<file path="src/rtl/mem_arbiter_pkg.sv">
// ----------------------------------------------------------------------------
// mem_arb_pkg
// Shared definitions for the mem_arbiter block.
// Contents:
//   - arb_state_e : arbiter state encoding. The encoding equals the owner code,
//                   so the top can expose the state directly as `owner`.
//   - OWNER_*     : owner codes (00 idle, 01 m0, 10 m1).
//   - ADDR_W_DEF / DATA_W_DEF : default RAM geometry (64K x 8).
// ----------------------------------------------------------------------------
package mem_arb_pkg;

  localparam int ADDR_W_DEF = 16;
  localparam int DATA_W_DEF = 8;

  localparam logic [1:0] OWNER_IDLE = 2'b00;
  localparam logic [1:0] OWNER_M0   = 2'b01;
  localparam logic [1:0] OWNER_M1   = 2'b10;

  typedef enum logic [1:0] {
    ST_IDLE = OWNER_IDLE,
    ST_OWN0 = OWNER_M0,
    ST_OWN1 = OWNER_M1
  } arb_state_e;

endpackage

</file>
<file path="src/rtl/mem_arbiter_if.sv">
// ----------------------------------------------------------------------------
// mem_arbiter_if
// Bundles both requester ports and the RAM-side signals of mem_arbiter.
// Modports:
//   slave  : the arbiter (takes requests, drives grants, read data, RAM inputs)
//   master : the environment (requesters m0/m1 and the RAM itself)
// Handshake: a requester raises mX_req with mX_we/addr/wdata/lock stable and
// holds them until it samples mX_gnt=1 in a cycle; the access happens in that
// cycle. For reads, mX_rvalid is high for exactly one cycle afterwards with
// mX_rdata valid; mX_rdata holds its value while mX_rvalid=0.
// ----------------------------------------------------------------------------
interface mem_arbiter_if
  import mem_arb_pkg::*;
#(
  parameter int ADDR_W = ADDR_W_DEF,
  parameter int DATA_W = DATA_W_DEF
);

  // Requester 0 (CPU)
  logic              m0_req;
  logic              m0_we;
  logic [ADDR_W-1:0] m0_addr;
  logic [DATA_W-1:0] m0_wdata;
  logic              m0_lock;
  logic              m0_gnt;
  logic              m0_rvalid;
  logic [DATA_W-1:0] m0_rdata;

  // Requester 1 (loader / debug)
  logic              m1_req;
  logic              m1_we;
  logic [ADDR_W-1:0] m1_addr;
  logic [DATA_W-1:0] m1_wdata;
  logic              m1_lock;
  logic              m1_gnt;
  logic              m1_rvalid;
  logic [DATA_W-1:0] m1_rdata;
  logic              m1_err;

  // RAM side
  logic [ADDR_W-1:0] ram_addr;
  logic [DATA_W-1:0] ram_din;
  logic              ram_we;
  logic [DATA_W-1:0] ram_dout;

  modport slave (
    input  m0_req, m0_we, m0_addr, m0_wdata, m0_lock,
    output m0_gnt, m0_rvalid, m0_rdata,
    input  m1_req, m1_we, m1_addr, m1_wdata, m1_lock,
    output m1_gnt, m1_rvalid, m1_rdata, m1_err,
    output ram_addr, ram_din, ram_we,
    input  ram_dout
  );

  modport master (
    output m0_req, m0_we, m0_addr, m0_wdata, m0_lock,
    input  m0_gnt, m0_rvalid, m0_rdata,
    output m1_req, m1_we, m1_addr, m1_wdata, m1_lock,
    input  m1_gnt, m1_rvalid, m1_rdata, m1_err,
    input  ram_addr, ram_din, ram_we,
    output ram_dout
  );

endinterface

</file>
<file path="src/rtl/mem_arbiter_rr_pick2.sv">
// ----------------------------------------------------------------------------
// rr_pick2
// Combinational two-way round-robin picker.
// Ports:
//   req_i        [1:0] request vector (bit 0 = m0, bit 1 = m1)
//   last_owner_i       index of the port granted at the previous arbitration
//   grant_idx_o        index of the winner (meaningful only when any_req_o=1)
//   any_req_o          at least one request is present
// ----------------------------------------------------------------------------
module rr_pick2 (
  input  logic [1:0] req_i,
  input  logic       last_owner_i,
  output logic       grant_idx_o,
  output logic       any_req_o
);

  always_comb begin
    any_req_o = |req_i;
    // On a tie the port that did not win last time goes next; otherwise the
    // single requester wins (req_i[1] selects m1, else m0).
    if (&req_i) begin
      grant_idx_o = ~last_owner_i;
    end else begin
      grant_idx_o = req_i[1];
    end
  end

endmodule

</file>
<file path="src/rtl/mem_arbiter.sv">
// ----------------------------------------------------------------------------
// mem_arbiter
// Shares a single-port 64K x 8 RAM (async read, posedge write) between the
// CPU (m0) and the loader/debug port (m1). Round-robin fairness, optional
// locked bursts of up to MAX_BURST accesses, one RAM access per cycle.
// Ports:
//   clk    system clock, all state on the rising edge
//   rst_n  asynchronous active-low reset
//   bus    mem_arbiter_if.slave: m0/m1 request ports and the RAM inputs/output
//   owner  current owner / FSM state (00 idle, 01 m0, 10 m1)
// Build option:
//   ADDR_PROTECT_EN - when defined, m1 writes to addresses <= PROT_LIMIT are
//   granted but suppressed at the RAM, and m1_err pulses the cycle after.
//   When undefined, m1_err is constant 0 and every write reaches the RAM.
// ----------------------------------------------------------------------------
module mem_arbiter
  import mem_arb_pkg::*;
#(
  parameter int                ADDR_W     = ADDR_W_DEF,
  parameter int                DATA_W     = DATA_W_DEF,
  parameter int                MAX_BURST  = 4,
  parameter logic [ADDR_W-1:0] PROT_LIMIT = ADDR_W'(16'h01FF)
) (
  input  logic                clk,
  input  logic                rst_n,
  mem_arbiter_if.slave        bus,
  output logic [1:0]          owner
);

`ifdef ADDR_PROTECT_EN
  localparam bit PROT_EN = 1'b1;
`else
  localparam bit PROT_EN = 1'b0;
`endif

  // Wide enough to hold MAX_BURST-1, the highest value the counter reaches.
  localparam int BCW = (MAX_BURST < 2) ? 1 : $clog2(MAX_BURST + 1);

  arb_state_e        state_q, state_d;
  logic              last_q, last_d;        // 0 = m0 won last, 1 = m1 won last
  logic [BCW-1:0]    burst_q, burst_d;
  logic              m0_rvalid_q, m1_rvalid_q, m1_err_q;
  logic [DATA_W-1:0] m0_rdata_q, m1_rdata_q;

  logic pick_idx;
  logic any_req;
  logic burst_ok;
  logic stay;
  logic prot_block;
  logic m0_gnt, m1_gnt;

  rr_pick2 u_pick (
    .req_i        ({bus.m1_req, bus.m0_req}),
    .last_owner_i (last_q),
    .grant_idx_o  (pick_idx),
    .any_req_o    (any_req)
  );

  // ---------------------------------------------------------------- next state
  assign burst_ok = (int'(burst_q) < (MAX_BURST - 1));

  // A locked owner keeps the RAM without re-arbitration until the burst
  // allowance is used up; with MAX_BURST=1 burst_ok is never true.
  assign stay = burst_ok &&
                (((state_q == ST_OWN0) && bus.m0_req && bus.m0_lock) ||
                 ((state_q == ST_OWN1) && bus.m1_req && bus.m1_lock));

  always_comb begin
    state_d = state_q;
    last_d  = last_q;
    burst_d = burst_q;
    if (stay) begin
      burst_d = burst_q + BCW'(1);
    end else if (any_req) begin
      state_d = pick_idx ? ST_OWN1 : ST_OWN0;
      last_d  = pick_idx;
      burst_d = '0;
    end else begin
      state_d = ST_IDLE;
      burst_d = '0;
    end
  end

  // ------------------------------------------------------------ output decode
  // Grants and RAM controls decode from the registered state and the live
  // request, so an owner that drops req gets no access that cycle and a reset
  // removes ram_we immediately (no write on the following edge).
  assign m0_gnt = (state_q == ST_OWN0) && bus.m0_req;
  assign m1_gnt = (state_q == ST_OWN1) && bus.m1_req;

  assign prot_block = PROT_EN && bus.m1_we && (bus.m1_addr <= PROT_LIMIT);

  always_comb begin
    bus.ram_addr = '0;
    bus.ram_din  = '0;
    bus.ram_we   = 1'b0;
    case (state_q)
      ST_OWN0: begin
        bus.ram_addr = bus.m0_addr;
        bus.ram_din  = bus.m0_wdata;
        bus.ram_we   = bus.m0_req && bus.m0_we;
      end
      ST_OWN1: begin
        bus.ram_addr = bus.m1_addr;
        bus.ram_din  = bus.m1_wdata;
        bus.ram_we   = bus.m1_req && bus.m1_we && !prot_block;
      end
      default: ;
    endcase
  end

  // ------------------------------------------------------------------- state
  always_ff @(posedge clk or negedge rst_n) begin
    if (!rst_n) begin
      state_q     <= ST_IDLE;
      last_q      <= 1'b1;           // m1 counted as last owner: m0 wins first tie
      burst_q     <= '0;
      m0_rvalid_q <= 1'b0;
      m1_rvalid_q <= 1'b0;
      m0_rdata_q  <= '0;
      m1_rdata_q  <= '0;
      m1_err_q    <= 1'b0;
    end else begin
      state_q     <= state_d;
      last_q      <= last_d;
      burst_q     <= burst_d;
      // RAM read is asynchronous: capture dout at the end of the grant cycle.
      m0_rvalid_q <= m0_gnt && !bus.m0_we;
      m1_rvalid_q <= m1_gnt && !bus.m1_we;
      if (m0_gnt && !bus.m0_we) m0_rdata_q <= bus.ram_dout;
      if (m1_gnt && !bus.m1_we) m1_rdata_q <= bus.ram_dout;
      m1_err_q    <= m1_gnt && prot_block;
    end
  end

  assign bus.m0_gnt    = m0_gnt;
  assign bus.m1_gnt    = m1_gnt;
  assign bus.m0_rvalid = m0_rvalid_q;
  assign bus.m1_rvalid = m1_rvalid_q;
  assign bus.m0_rdata  = m0_rdata_q;
  assign bus.m1_rdata  = m1_rdata_q;
  assign bus.m1_err    = m1_err_q;
  assign owner         = state_q;

endmodule

</file>
<file path="src/flat_wrapper.sv">
// flat-port wrapper written by rule: the top's interface ports become plain ports
module mem_arbiter_flat import mem_arb_pkg::*;
#(
  parameter int                ADDR_W     = ADDR_W_DEF,
  parameter int                DATA_W     = DATA_W_DEF,
  parameter int                MAX_BURST  = 4,
  parameter logic [ADDR_W-1:0] PROT_LIMIT = ADDR_W'(16'h01FF)
)
  (clk, rst_n, owner, bus_m0_req, bus_m0_we, bus_m0_addr, bus_m0_wdata, bus_m0_lock, bus_m0_gnt, bus_m0_rvalid, bus_m0_rdata, bus_m1_req, bus_m1_we, bus_m1_addr, bus_m1_wdata, bus_m1_lock, bus_m1_gnt, bus_m1_rvalid, bus_m1_rdata, bus_m1_err, bus_ram_addr, bus_ram_din, bus_ram_we, bus_ram_dout);
  mem_arbiter_if #(.ADDR_W(ADDR_W), .DATA_W(DATA_W)) bus_i ();
  input  logic clk;
  input  logic rst_n;
  output logic [1:0] owner;
  input wire logic [$bits(bus_i.m0_req)-1:0] bus_m0_req;
  input wire logic [$bits(bus_i.m0_we)-1:0] bus_m0_we;
  input wire logic [$bits(bus_i.m0_addr)-1:0] bus_m0_addr;
  input wire logic [$bits(bus_i.m0_wdata)-1:0] bus_m0_wdata;
  input wire logic [$bits(bus_i.m0_lock)-1:0] bus_m0_lock;
  output wire logic [$bits(bus_i.m0_gnt)-1:0] bus_m0_gnt;
  output wire logic [$bits(bus_i.m0_rvalid)-1:0] bus_m0_rvalid;
  output wire logic [$bits(bus_i.m0_rdata)-1:0] bus_m0_rdata;
  input wire logic [$bits(bus_i.m1_req)-1:0] bus_m1_req;
  input wire logic [$bits(bus_i.m1_we)-1:0] bus_m1_we;
  input wire logic [$bits(bus_i.m1_addr)-1:0] bus_m1_addr;
  input wire logic [$bits(bus_i.m1_wdata)-1:0] bus_m1_wdata;
  input wire logic [$bits(bus_i.m1_lock)-1:0] bus_m1_lock;
  output wire logic [$bits(bus_i.m1_gnt)-1:0] bus_m1_gnt;
  output wire logic [$bits(bus_i.m1_rvalid)-1:0] bus_m1_rvalid;
  output wire logic [$bits(bus_i.m1_rdata)-1:0] bus_m1_rdata;
  output wire logic [$bits(bus_i.m1_err)-1:0] bus_m1_err;
  output wire logic [$bits(bus_i.ram_addr)-1:0] bus_ram_addr;
  output wire logic [$bits(bus_i.ram_din)-1:0] bus_ram_din;
  output wire logic [$bits(bus_i.ram_we)-1:0] bus_ram_we;
  input wire logic [$bits(bus_i.ram_dout)-1:0] bus_ram_dout;
  assign bus_i.m0_req = bus_m0_req;
  assign bus_i.m0_we = bus_m0_we;
  assign bus_i.m0_addr = bus_m0_addr;
  assign bus_i.m0_wdata = bus_m0_wdata;
  assign bus_i.m0_lock = bus_m0_lock;
  assign bus_m0_gnt = bus_i.m0_gnt;
  assign bus_m0_rvalid = bus_i.m0_rvalid;
  assign bus_m0_rdata = bus_i.m0_rdata;
  assign bus_i.m1_req = bus_m1_req;
  assign bus_i.m1_we = bus_m1_we;
  assign bus_i.m1_addr = bus_m1_addr;
  assign bus_i.m1_wdata = bus_m1_wdata;
  assign bus_i.m1_lock = bus_m1_lock;
  assign bus_m1_gnt = bus_i.m1_gnt;
  assign bus_m1_rvalid = bus_i.m1_rvalid;
  assign bus_m1_rdata = bus_i.m1_rdata;
  assign bus_m1_err = bus_i.m1_err;
  assign bus_ram_addr = bus_i.ram_addr;
  assign bus_ram_din = bus_i.ram_din;
  assign bus_ram_we = bus_i.ram_we;
  assign bus_i.ram_dout = bus_ram_dout;
  mem_arbiter #(.ADDR_W(ADDR_W), .DATA_W(DATA_W), .MAX_BURST(MAX_BURST), .PROT_LIMIT(PROT_LIMIT)) u_core (.clk(clk), .rst_n(rst_n), .bus(bus_i), .owner(owner));
endmodule
</file>
<file path="config.mk">
export PLATFORM = sky130hd
export DESIGN_NAME = mem_arbiter_flat
export DESIGN_NICKNAME = d
export VERILOG_FILES = /design/src/rtl/mem_arbiter_pkg.sv /design/src/rtl/mem_arbiter_if.sv /design/src/rtl/mem_arbiter_rr_pick2.sv /design/src/rtl/mem_arbiter.sv /design/src/flat_wrapper.sv
export SDC_FILE = /design/constraint.sdc
export NUM_CORES = 1
export LEC_CHECK = 0
export BUFFER_PORTS_ARGS = -buffer_cell sky130_fd_sc_hd__buf_2
export CAP_MARGIN = 40
export CORE_UTILIZATION = 40
export CTS_BUF_LIST = sky130_fd_sc_hd__clkbuf_2
export DETAILED_ROUTE_END_ITERATION = 12
export GPL_TIMING_DRIVEN = 0
export PLACE_DENSITY = 0.82
export SLEW_MARGIN = 10
export SYNTH_ARGS = -nofsm -noshare
export SYNTH_HDL_FRONTEND = slang
export SYNTH_SLANG_ARGS = --single-unit
</file>
<file path="constraint.sdc">
create_clock -name clk -period 1.6 [get_ports clk]
set_input_delay 0.08 -clock clk [delete_from_list [all_inputs] [get_ports clk]]
set_output_delay 0.08 -clock clk [all_outputs]
set_load 0.05 [all_outputs]
</file>
# Word-level counts from Yosys, hierarchy flattened
# Index checks and enable logic that the tools add are counted.
[op_classes]
n_addsub = 1
multipliers = 0
div = 0
magnitude_cmp = 1
n_eq_ne = 2
shifts = 0
n_mux = 7
bitwise = 2
reduce_logical = 15
[ops]
columns = ["cell", "n"]
rows = [
  ["$pmux 16 s2", 1],
  ["$pmux 8 s2", 1],
  ["$logic_and 1x1->1", 9],
  ["$mux 2", 2],
  ["$reduce_and 2->1", 2],
  ["$add 3x1->3 const B", 1],
  ["$lt 3x2->1 const B", 1],
  ["$mux 3", 1],
  ["$eq 2x1->1 const B", 1],
  ["$eq 2x2->1 const B", 1],
  ["$logic_not 1->1", 2],
  ["$not 1->1", 2],
  ["$pmux 1 s2", 1],
  ["$reduce_or 2->1", 1],
  ["$logic_or 1x1->1", 1],
  ["$mux 1", 1],
]
[word_totals]
ff_bits = 24
latch_bits = 0
ramBits = 0
mem_bits_ro = 0
elab_cells = 35
memories = 0

# Depth between registers and ports, before layout
# Gate-level depths: netlist (run 1).
[logic_depth]
ltp_word = 7
mapped_depth = 7

# Cells and area by module
# From an unflattened synthesis (run 1), not the netlist that was laid out.
[unflattened]
cells_unflattened = 133
hier_area_um2 = 1416.4
[modules_own_cells]
columns = ["module", "instances", "cells_per_inst", "area_each_um2", "seq_area_each_um2"]
rows = [
  ["mem_arbiter", 1, 131, 1402.6, 601.8],
  ["rr_pick2", 1, 2, 13.8, 0.0],
]

# Worst setup path after synthesis (run 1)
# OpenSTA, ideal clock, no wires.
[synth_timing]
path_type = "register to output"
start = "register u_core.state_q[1], in the netlist u_core.owner[1]"
end = "output port bus_ram_we"
t_arrival_ps = 2085
required_time_ps = 1520
setup_slack_ps = -565
path_stages_with_launch = 6
path_buffers = 1
path_cell_list = "dfrtp_1 ha_1 buf_4 and2_4 nand2_1 a21oi_1"
[synth_via]
elab_chain_cells = 2
[synth_rtl]
columns = ["item", "line_no", "source"]
rows = [
  ["start: declaration", "mem_arbiter.sv:39", "arb_state_e state_q, state_d;"],
  ["start signal: assignment", "mem_arbiter.sv:124", "state_q <= state_d;"],
  ["$eq 2x2->1 or $eq 2x1->1 (tied branches)", "mem_arbiter.sv:97", "case (state_q)"],
  ["$pmux 1 s2 (*)", "mem_arbiter.sv:97", ""],
  ["end: declaration", "flat_wrapper.sv:33", "output wire logic [$bits(bus_i.ram_we)-1:0] bus_ram_we;"],
]
# Every way passes the cells marked *; elsewhere a longest branch is shown, timed or not.

# Worst setup path after layout (run 1)
[layout_timing]
start = "register u_core.state_q[0], in the netlist u_core.owner[0]"
end = "register u_core.state_q[1], in the netlist u_core.owner[1]"
[layout_via]
elab_chain_cells = 5
[layout_rtl]
columns = ["item", "line_no", "source"]
rows = [
  ["$eq 2x1->1 or $eq 2x2->1 (tied branches)", "mem_arbiter.sv:65, mem_arbiter.sv:66", ""],
  ["$logic_and 1x1->1, on equally long branches (2 in a row)", "mem_arbiter.sv:65, mem_arbiter.sv:66", ""],
  ["$logic_or 1x1->1 (*)", "mem_arbiter.sv:65", "(((state_q == ST_OWN0) && bus.m0_req && bus.m0_lock) ||"],
  ["$logic_and 1x1->1 (*)", "mem_arbiter.sv:64", "assign stay = burst_ok &&"],
]
# Marked as above.
# A chain may end at the register's enable or synchronous reset.

==> results of run 1 <==
logic make-up (layout without fill, tap and decap cells):
kind of cell / Yosys count / after routing / synth area share
compound gates: 30 / 30 / 0.161
fa+ha+maj: 3 / 3 / 0.0271
buf+inv: 17 / 159 / 0.0650
flops: 24 / 24 / 0.434
mux: 18 / 18 / 0.188
other cells: 1 / 1 / 0.00270
simple gates: 37 / 37 / 0.123
power by group through the flow:
stage | sequential (W) | combinational [W] | clock [W]
after global placement | 0.000941 | 0.00239 | 0
final | 0.000956 | 0.00313 | 0.000403
after detailed placement | 0.000944 | 0.00242 | 0
after floorplan | 0.00163 | 0.00122 | 0
after CTS | 0.000944 | 0.00295 | 0.000407
after global routing | 0.000978 | 0.00323 | 0.000431
cells in the mapped netlist (3+ instances only):
master	number	area, um2
a22oi_1	24	180
nand2_1	4	15.0
dfrtp_1	23	576
buf_4	3	22.5
mux2_4	16	240
clkbuf_1	7	26.3
nor2_1	24	90.1
inv_1	5	18.8
ha_1	3	37.5
cell type report:
| cell class | count | area share |
|---|---|---|
| Multi-Input combinational cell | 89 | 0.336 |
| Clock inverter | 1 | 0.0100 |
| Clock buffer | 3 | 0.00501 |
| Inverter | 5 | 0.00709 |
| Sequential cell | 24 | 0.202 |
| Timing Repair Buffer | 141 | 0.360 |
| Buffer | 9 | 0.0613 |
| Tap cell | 46 | 0.0192 |
path summary, 6_finish.rpt:
| kind | from | end | slack (ps) | cells after the start |
|---|---|---|---|---|
| min in group asynchronous | rst_n | u_core.burst_q[1] | 200 | 2 |
| setup / recovery | u_core.owner[0] | u_core.owner[1] | -240 | 8 |
| hold reg to reg | u_core.burst_q[0] | u_core.burst_q[0] | 520 | 1 |
| hold / removal | bus_m0_lock | u_core.burst_q[0] | 100 | 3 |
| setup reg to reg | u_core.owner[0] | u_core.owner[1] | -240 | 8 |
| max in group asynchronous | rst_n | u_core.owner[1] | 1020 | 2 |
per-layer routing:
| metal | vias up | global-route usage | wire, um |
|---|---|---|---|
| met1 | 797 | 0.396 | 2490 |
| met2 | 109 | 0.559 | 3170 |
| li1 | 742 | - | - |
| met4 | 0 | 0.195 | 247 |
| met5 | - | 0 | 0 |
| met3 | 26 | 0.111 | 607 |
stage by stage:
| step | power [W] | setup slack [ps] | hold slack [ps] | instances |
|---|---|---|---|---|
| floorplan | 0.00285 | -162 | -216 | 130 |
| global placement | 0.00333 | -119 | 75.8 | 286 |
| detailed placement | 0.00336 | -129 | 85.3 | 286 |
| CTS | 0.00430 | -192 | 55.1 | 310 |
| global route | 0.00464 | -302 | 88.0 | 318 |
| finish | 0.00449 | -238 | 105 | 318 |
flip-flops by register name (all words and copies together), names as in the netlist:
name and count:
u_core.bus.m0_rdata 8, u_core.bus.m1_rdata 8, u_core.burst_q 3, u_core.owner 2
u_core.bus.m0_rvalid 1, u_core.bus.m1_rvalid 1, u_core.last_q 1
what timing repair did:
item / CTS / global route
resized for setup: 109 / 20
cloned: 3 / 3
endpoints found under the setup margin: 34 / 48
buffers inserted: 7 / 7
hold buffers: 11 / 0
pin swaps: 48 / 8
endpoints found under the hold margin: 42 / 0
tightest hold or removal path, cell delays in order:
cell and delay, ps:
buf_2 110, nand4b_1 170, a21oi_1 90
==> out/summary.txt, run 1 <==
Finished Core Util: 0.899
FFs w/ async S/R, synth: 1.00
# diodes: 0
Synthesized instance count: 130
Final min period: 1840 ps
Vias in the first global route: 1,614
Logic pwr share: 0.697
Die height: 60.9 um
Die area: 3710 um2
Worst setup EP type: flop
Largest net degree at the start of global routing: 25
Post-route clock period utilization: 1.15
Failing checks: negative setup slack
Status: complete, but fails checks
Synthesized area per cell: 10.7 um2
Synth Warn #: 0
Number of synthesized register bits: 24
Placed Area: 2190 um2
First-pass GRT wire length: 8800 um
Worst skew pair latency: 350 ps
Sequential cell area: 604 um2
Fin. max-slew vios: 0
Synth-to-Final Area Change: 116%
Worst hold path class: input pin to flop
Congestion Overflow GR: 0
WL per Instance: 20.5 um
Final setup viols: 48
Mapped Area: 1390 um2
Clock buffer count from CTS: 3
I/O pins: 112
Setup ws final: -238 ps
Max Fclk: 544 MHz
Nets: 340
Initial antenna violation count: 0
CP top delay family: flip-flops
Die width: 60.9 um
Critical path buffers and inverters: 4
Crit start category: flop
Final instance area: 3000 um2
Reg power frac: 0.213
Endpoints failing hold: 0
Pwr Density: 1500 nW/um2
1st-iter DRT viols: 78
Switch share: 0.500
Number of synthesized flops with an enable pin: 0
H-tree level count: 1
Maximum VDD drop: 1.12 mV
WS Path Type: flop to flop
Ys flop type: dfrtp_1
Static Leakage: 1.46 nW
Syn_nets: 197
CP Cell Sequence: inv_2 -> ha_4 -> buf_6 -> buf_6 -> nand4b_1 -> a22oi_2 -> buf_4 -> mux2i_1
Row cnt: 21
Pre-Repair DR Iteration Count: 4
Vias: 1,674
Initial Util: 0.415
Sink Count: 24
Multi-input logic area: 1010 um2
Final wirelength: 6510 um
DR vias/cell: 5.26
Tightest Pin Transition: 542 ps
Critical path fanouts, max: 7
Max Cap Violations: 0
Clock tree buffer depth: 2
Root buffer cell: clkbuf_2
Clock transition at path regs: 230 ps
CP Data Required Time: 1900 ps
DRC: 0
RSZ-0062 raised after global routing: true
RePlAce Congestion: 0.702
Critical-path top delay cell: dfrtp_2
Slowest cell delay on critical path: 500 ps
Post-route ant nets: 0
WP data arrival: 2130 ps
P_sw: 0.00225 W
Final setup TNS: -7210 ps
Filler Cells Inserted: 138
Power share of the clock group: 0.090
HPWL after detailed placement: 3050 um
Commonest non-fill, non-tap cell in the layout: buf_2
Pint: 0.00225 W
Slew HR: 0.639
Setup skew after layout: 8.41 ps
PortBufs: 110
TritonCTS clock tree: done
GRT Resource Usage Total: 0.342
Synth cell types: 23
Core Region: 3340 um2
Ratio of cells with drive above 1 in the final layout: 0.805
CP most frequent cell: buf_6
Most frequent cells in the layout: buf_2, a22oi_2, dfrtp_1
Post-synthesis sequential area ratio: 0.434
Note: power is estimated with default switching activity, not from simulation.
==> run 2: changes to the inputs <==
- clock period: 1.6 -> 1.95 ns (I/O delays scaled with it)
==> out/summary.txt, run 2 (synthesis gave the netlist of run 1 again) <==
Vias: 1,502
Final setup viols: 0
Power Total: 0.00318 W
Pwr Density: 1290 nW/um2
Row cnt: 21
Critical path fanouts, max: 9
Congestion Overflow GR: 0
Setup ws final: 8.60 ps
Final min period: 1940 ps
Die height: 60.9 um
Initial Util: 0.415
HPWL after detailed placement: 3040 um
Fin. max-slew vios: 0
Worst hold start: bus_m1_lock
Pre-Repair DR Iteration Count: 4
Core Region: 3340 um2
Max Fclk: 515 MHz
Die width: 60.9 um
DR vias/cell: 4.92
Ratio of cells with drive above 1 in the final layout: 0.633
Largest net degree at the start of global routing: 25
GRT Resource Usage Total: 0.210
Die area: 3710 um2
Max Cap Violations: 0
Multi-input logic area: 756 um2
Hold Slack: 57.8 ps
H-tree level count: 1
Sequential cell area: 602 um2
Most frequent cells in the layout: buf_2, dfrtp_1, nor2_1
Synth-to-Final Area Change: 78.0%
Clock tree buffer depth: 2
Endpoints failing hold: 0
Clock transition at path regs: 230 ps
CP startpoint: u_core.owner[1]
Pre-CTS setup slack: 140 ps
Root buffer cell: clkbuf_2
Depth of the most critical reg-to-reg path: 7
Commonest non-fill, non-tap cell in the layout: buf_2
Crit start category: flop
1st-iter DRT viols: 110
Final setup TNS: 0 ps
RePlAce Congestion: 0.866
Slew HR: 0.646
Post-route ant nets: 0
Tightest Pin Transition: 531 ps
I/O pins: 112
Maximum VDD drop: 0.941 mV
PortBufs: 110
Nets: 327
WL per Instance: 15.0 um
Finished Core Util: 0.739
Setup skew after layout: 14.5 ps
Hold path depth: 3
Worst skew pair latency: 370 ps
Critical R2R Launch: u_core.owner[1]
Initial antenna violation count: 0
Status: finished clean
Filler Cells Inserted: 230
Worst setup EP type: output pin
Final wirelength: 4570 um
WS Path Type: flop to output pin
CP Data Required Time: 1850 ps
Static Leakage: 1.32 nW
Post-route clock period utilization: 0.996
Worst hold path class: input pin to flop
WP data arrival: 1840 ps
Sink Count: 24
First-pass GRT wire length: 5660 um
# diodes: 0
TritonCTS clock tree: done
Clock buffer count from CTS: 3
DRC: 0
Vias in the first global route: 1,177
run 2: cell count changes in the layout (fill, tap and decap cells not counted), sizes merged:
| cell | change |
|---|---|
| clkbuf | -4 |
| buf | -9 |
run 2: stage by stage:
stage	instances	instance area (um2)
4_1_cts	300	2210
3_5_place_dp	286	2000
3_3_place_gp	286	2000
6_report	305	2470
5_1_grt	305	2470
2_1_floorplan	130	1390
run 2: what timing repair did:
item,4_1_cts,5_1_grt
endpoints found under the hold margin,42,0
gates cloned,0,4
setup buffers,0,1
pin swaps,0,3
resized for setup,27,50
endpoints found under the setup margin,20,21
hold buffers,11,0
run 2: final cells by class:
type                       count  share of cell area
clock buffer                   3             0.00609
clock inverter                 1              0.0122
timing repair buffer         126               0.349
buffer                        11              0.0512
inverter                       5             0.00761
tap                           46              0.0233
sequential                    24               0.244
multi-input combinational     89               0.306
run 2: report_power, final:
part / switching [W] / total [W] / internal [W]
logic: 0.00133 / 0.00206 / 0.000736
registers: 0.000103 / 0.000771 / 0.000668
clock network: 0.000167 / 0.000343 / 0.000177
total: 0.00160 / 0.00318 / 0.00158
run 2: path summary, 6_finish.rpt:
path,slack (ps),to
setup reg to reg,280,u_core.bus.m0_rdata[7]
hold / removal,60,u_core.burst_q[0]
min in group asynchronous,180,u_core.bus.m1_rdata[2]
hold reg to reg,530,u_core.burst_q[0]
max in group asynchronous,1380,u_core.last_q
setup / recovery,9,bus_ram_addr[12]
run 2: critical path, cell delays in order (launching register included):
cell       delay [ps]
dfrtp_1           470
inv_2              60
ha_1              180
buf_6             150
clkbuf_16         160
a22oi_1           190
nor2_1             80
buf_4             190
run 2: per-layer routing:
layer | vias up | track usage | routed length [um]
met2 | 47 | 0.336 | 2440
met4 | 0 | 0.0779 | 75
met5 | - | 0 | 0
met3 | 7 | 0.0192 | 123
met1 | 733 | 0.297 | 1930
li1 | 715 | - | -
